$ cat src/rtl/sub.sv
// sub: ramp counter with IDLE/RUN/PAUSE sequencing plus free-running
// toggles, a periodic strobe and a 16-bit Galois LFSR.
// Optional feature: define SUB_GRAY_EN to get a registered Gray-coded copy
// of cnt on the gray output; otherwise gray is tied to zero.
module sub #(
   parameter int          CNT_W        = 8,
   parameter logic [15:0] LFSR_SEED    = 16'hACE1,
   parameter int          PULSE_PERIOD = 16,
   parameter int          PAUSE_LEN    = 4
) (
   input  logic             clk,
   input  logic             rst,
   output logic [CNT_W-1:0] cnt,
   output logic [1:0]       state,
   output logic             tgl,
   output logic             tgl4,
   output logic             pulse,
   output logic [15:0]      lfsr,
   output logic             parity,
   output logic [CNT_W-1:0] gray
);

   localparam int PW  = (PAUSE_LEN > 1) ? $clog2(PAUSE_LEN) : 1;
   localparam int PCW = $clog2(PULSE_PERIOD);

   typedef enum logic [1:0] {
      IDLE    = 2'd0,
      RUN     = 2'd1,
      PAUSE   = 2'd2,
      ILLEGAL = 2'd3
   } state_t;

   // Every register carries its reset value as a power-up value so the block
   // behaves the same whether or not reset is ever asserted.
   state_t           state_q  = IDLE;
   logic [CNT_W-1:0] cnt_q    = '0;
   logic [CNT_W-1:0] cnt_next;
   logic [PW-1:0]    pause_q  = '0;
   logic             tgl_q    = 1'b0;
   logic             tgl4_q   = 1'b0;
   logic [1:0]       div_q    = 2'd0;
   logic             pulse_q  = 1'b0;
   logic [PCW-1:0]   period_q = '0;
   logic [15:0]      lfsr_q   = LFSR_SEED;

   // Counter only advances in RUN; the all-ones wrap and every other state give zero.
   always_comb begin
      cnt_next = '0;
      if (state_q == RUN && cnt_q != '1) begin
         cnt_next = cnt_q + 1'b1;
      end
   end

   // Sequencer: IDLE -> RUN, RUN -> PAUSE on counter wrap, PAUSE -> RUN after PAUSE_LEN cycles.
   always_ff @(posedge clk) begin
      if (rst) begin
         state_q <= IDLE;
         cnt_q   <= '0;
         pause_q <= '0;
      end else begin
         cnt_q <= cnt_next;
         case (state_q)
            IDLE: begin
               state_q <= RUN;
            end
            RUN: begin
               if (cnt_q == '1) begin
                  state_q <= PAUSE;
                  pause_q <= '0;
               end
            end
            PAUSE: begin
               if (pause_q == PW'(PAUSE_LEN - 1)) begin
                  state_q <= RUN;
               end else begin
                  pause_q <= pause_q + 1'b1;
               end
            end
            default: begin
               state_q <= IDLE;
            end
         endcase
      end
   end

   // Free-running toggles: tgl every cycle, tgl4 whenever the 2-bit divider wraps.
   always_ff @(posedge clk) begin
      if (rst) begin
         tgl_q  <= 1'b0;
         tgl4_q <= 1'b0;
         div_q  <= 2'd0;
      end else begin
         tgl_q <= ~tgl_q;
         div_q <= div_q + 2'd1;
         if (div_q == 2'd3) begin
            tgl4_q <= ~tgl4_q;
         end
      end
   end

   // Period counter and its one-cycle strobe, fired as the counter wraps.
   always_ff @(posedge clk) begin
      if (rst) begin
         period_q <= '0;
         pulse_q  <= 1'b0;
      end else begin
         pulse_q <= (period_q == PCW'(PULSE_PERIOD - 1));
         if (period_q == PCW'(PULSE_PERIOD - 1)) begin
            period_q <= '0;
         end else begin
            period_q <= period_q + 1'b1;
         end
      end
   end

   // Right-shifting Galois LFSR, reloading the seed if it ever locks up at zero.
   always_ff @(posedge clk) begin
      if (rst || lfsr_q == 16'h0000) begin
         lfsr_q <= LFSR_SEED;
      end else begin
         lfsr_q <= (lfsr_q >> 1) ^ (lfsr_q[0] ? 16'hB400 : 16'h0000);
      end
   end

`ifdef SUB_GRAY_EN
   logic [CNT_W-1:0] gray_q = '0;

   // Gray copy tracks the counter's next value so both update on the same edge.
   always_ff @(posedge clk) begin
      if (rst) begin
         gray_q <= '0;
      end else begin
         gray_q <= (cnt_next >> 1) ^ cnt_next;
      end
   end

   assign gray = gray_q;
`else
   assign gray = '0;
`endif

   assign cnt    = cnt_q;
   assign state  = state_q;
   assign tgl    = tgl_q;
   assign tgl4   = tgl4_q;
   assign pulse  = pulse_q;
   assign lfsr   = lfsr_q;
   assign parity = ^lfsr_q;

endmodule

$ cat config.mk
export PLATFORM = sky130hd
export DESIGN_NAME = sub
export DESIGN_NICKNAME = d
export VERILOG_FILES = /design/src/rtl/sub.sv
export SDC_FILE = /design/constraint.sdc
export NUM_CORES = 1
export LEC_CHECK = 0
export CAP_MARGIN = 20
export CORE_ASPECT_RATIO = 2
export CORE_UTILIZATION = 48
export DETAILED_ROUTE_END_ITERATION = 6
export PLACE_DENSITY = 0.78
export SLEW_MARGIN = 20
export SYNTH_ARGS = -nofsm -noshare
export SYNTH_HDL_FRONTEND = slang
export SYNTH_SLANG_ARGS = --single-unit
$ cat constraint.sdc
create_clock -name clk -period 2 [get_ports clk]
set_clock_uncertainty 0.2 [all_clocks]
set_input_delay 0.2 -clock clk [delete_from_list [all_inputs] [get_ports clk]]
set_output_delay 0.2 -clock clk [all_outputs]
set_load 0.01 [all_outputs]
==> results.py <==
metrics = {
    "cts": {
        "cts.sinks": 37,
        "clockBufferDepth": 2,
        "clk_pin_slew_ps": 80,
        "root_buffer": "clkbuf_8",
        "numCtsBuffers": 5,
        "cts_tree": "done",
        "clkLatencyLatePin_ps": 290,
        "htree_levels": 2,
    },
    "place": {
        "io_buffers": 31,
        "dpl.hpwl_um": 2738,
        "placed_cell_area_um2": 2069,
        "place_congestion": 0.7524,
    },
    "grt": {
        "grt_pass1_vias": 1337,
        "grt_max_degree": 17,
        "grt_pass1_wl_um": 5954,
        "grt-ovfl-total": 0,
        "use_met2": 0.4421,
        "gr-usage-met3": 0.03896,
        "grt.busiest_layer": "met2",
        "grt_antenna_before_repair": 0,
        "grt_use_met1": 0.1920,
        "gr-usage-all-layers": 0.2263,
    },
    "finish": {
        "fin_area_um2": 2414,
        "area_delta_synth_final_pct": 50.59,
        "seq_area_um2": 758.2,
        "num_antenna_cells": 0,
        "drive_above_1_share": 0.3231,
        "utilization": 0.7559,
        "nets": 242,
        "num-fill-cells": 199,
        "multiInputGateArea_um2": 899.6,
    },
    "logic_synthesis": {
        "async_flop_share": 0,
        "yosysUniqueCellTypes": 38,
        "synth_edf_count": 0,
        "syn_inst": 167,
        "synth_flop_cell": "dfxtp_1",
        "avgSynthCellArea_um2": 9.598,
        "syn_area_um2": 1603,
        "yosysWarnings": 0,
        "yosysSeqAreaShare": 0.4621,
        "synth-seq-cells": 37,
    },
    "die": {
        "ios": 40,
        "fp.dieH_um": 83.72,
        "die_w_um": 42.86,
        "fp.coreArea_um2": 3193,
        "dieArea_um2": 3588,
        "start_util": 0.5020,
        "rows": 29,
    },
    "route": {
        "wire_per_inst_um": 16.62,
        "vias": 1373,
        "ant_nets": 0,
        "first_iter_violations": 28,
        "drt_pass1_iterations": 4,
        "drc": 0,
        "viasPerCell": 5.281,
        "wirelength_um": 4320,
    },
    "status": {
        "outcome": "finished with violations",
        "violations": "negative setup slack",
    },
    "power": {
        "leakage_nw": 1.003,
        "p_per_area_nw_per_um2": 838.2,
        "ir_drop_mv": 1.053,
    },
    "timing": {
        "fin_crit_ps": 2174,
        "hold_viol": 0,
        "rsz0062_at_grt": "true",
        "setup_violations": 1,
        "drv_slew": 0,
        "setup-tns-final_ps": -174.1,
        "fin_crit_sh": 1.087,
        "fin_ws_ps": -174.1,
        "fmax_mhz": 460.0,
        "hold_ws_ps": 217.4,
    },
    "worst_setup_path": {
        "cp.arrival_ps": 1770,
        "cp_max_fo": 2,
        "critical_path_class": "reg -> out",
        "start_kind": "register",
        "worstSetupEndpointType": "output pin",
        "required_ps": 1600,
    },
    "run": {
        "drv_cap": 0,
    },
    "hold_path": {
        "hold_path_class": "reg -> reg",
    },
}
## worst paths after layout
| path | from | end | slack (ps) | depth (start not counted) |
|---|---|---|---|---|
| setup / recovery | lfsr[7] | parity | -170 | 6 |
| hold / removal | div_q[0] | div_q[0] | 220 | 1 |
| setup reg to reg | cnt[1] | pause_q[0] | 190 | 4 |
| hold reg to reg | div_q[0] | div_q[0] | 220 | 1 |
## registers in the layout (all words and copies together) (netlist names)
name,flops
lfsr,16
cnt,8
period_q,4
div_q,2
pause_q,2
state,2
pulse,1
tgl,1
tgl4,1
## metrics by stage
step / total power, mW / worst slack, ps / instances
after floorplan: 0.9912 / 263.0 / 174
after global placement: 1.141 / -160.2 / 247
after detailed placement: 1.153 / -176.7 / 247
after CTS: 1.940 / 0.8304 / 258
after global routing: 2.079 / -164.9 / 260
final: 2.023 / -174.1 / 260
## placed cells by master (no fill, tap or decap), drive strengths merged, types with 2 or more instances in the layout
cell / count
ha: 12
xor2: 4
bufinv: 2
dfxtp: 37
and2: 8
a21oi: 7
buf: 28
nor3b: 2
nand3: 5
nand2: 10
inv: 20
clkbuf: 5
conb: 8
clkdlybuf4s50: 30
nor2b: 2
o21ai: 3
and4: 2
nor2: 11
xnor2: 11
or3b: 2
## what timing repair did
item | CTS | global route
endpoints found under the hold margin | 0 | 0
buffers inserted | 3 | 2
resized for setup | 32 | 9
setup endpoints to repair | 1 | 1
pin swaps | 11 | 5
hold buffers | 0 | 0
## area by class of cell
class / count / area share
multi-input combinational: 106 / 0.3727
clock buffer: 5 / 0.02851
inverter: 20 / 0.03110
clock inverter: 3 / 0.02696
sequential: 37 / 0.3142
tap: 31 / 0.01607
timing repair buffer: 58 / 0.2105
## per-layer routing
layer	wire length, µm	vias up
met4	201	0
met2	2551	46
met5	0	-
met1	1401	660
met3	165	13
li1	-	654
## kinds of logic (layout without fill, tap and decap cells)
| kind of cell | after synthesis | in the layout | synth area share |
|---|---|---|---|
| DFF | 37 | 37 | 0.4621 |
| and+or+nand+nor | 52 | 52 | 0.1796 |
| AOI/OAI and AO/OA | 19 | 19 | 0.08744 |
| adders and majority gates | 12 | 12 | 0.09367 |
| xor gates and xnor gates | 15 | 15 | 0.08196 |
| buffers and inverters | 31 | 86 | 0.09289 |
| other | 1 | 8 | 0.002340 |
## synth_stat cells, types with 2 or more instances
master | n | area share
nor2b_1 | 2 | 0.0078
a21oi_1 | 7 | 0.022
and2_1 | 8 | 0.031
xor2_1 | 4 | 0.022
nor3b_1 | 2 | 0.0094
inv_1 | 20 | 0.047
buf_2 | 2 | 0.0062
dfxtp_1 | 37 | 0.46
o21ai_0 | 3 | 0.0094
xnor2_1 | 11 | 0.060
ha_1 | 12 | 0.094
buf_4 | 8 | 0.037
nor2_1 | 11 | 0.026
and4_1 | 2 | 0.011
or3b_1 | 2 | 0.011
nand2_1 | 10 | 0.023
nand3_1 | 5 | 0.016
## critical path, cell delays in order, from the launching register on
cell,delay (ps)
dfxtp_2,340
inv_2,50
ha_4,240
xor2_2,180
xnor2_1,280
xnor2_1,200
buf_2,180
## power by group
part	internal [mW]	switching, mW
clock	0.495	0.275
sequential	0.778	0.0262
combinational	0.242	0.207
Power figures use the tool's default switching activity.
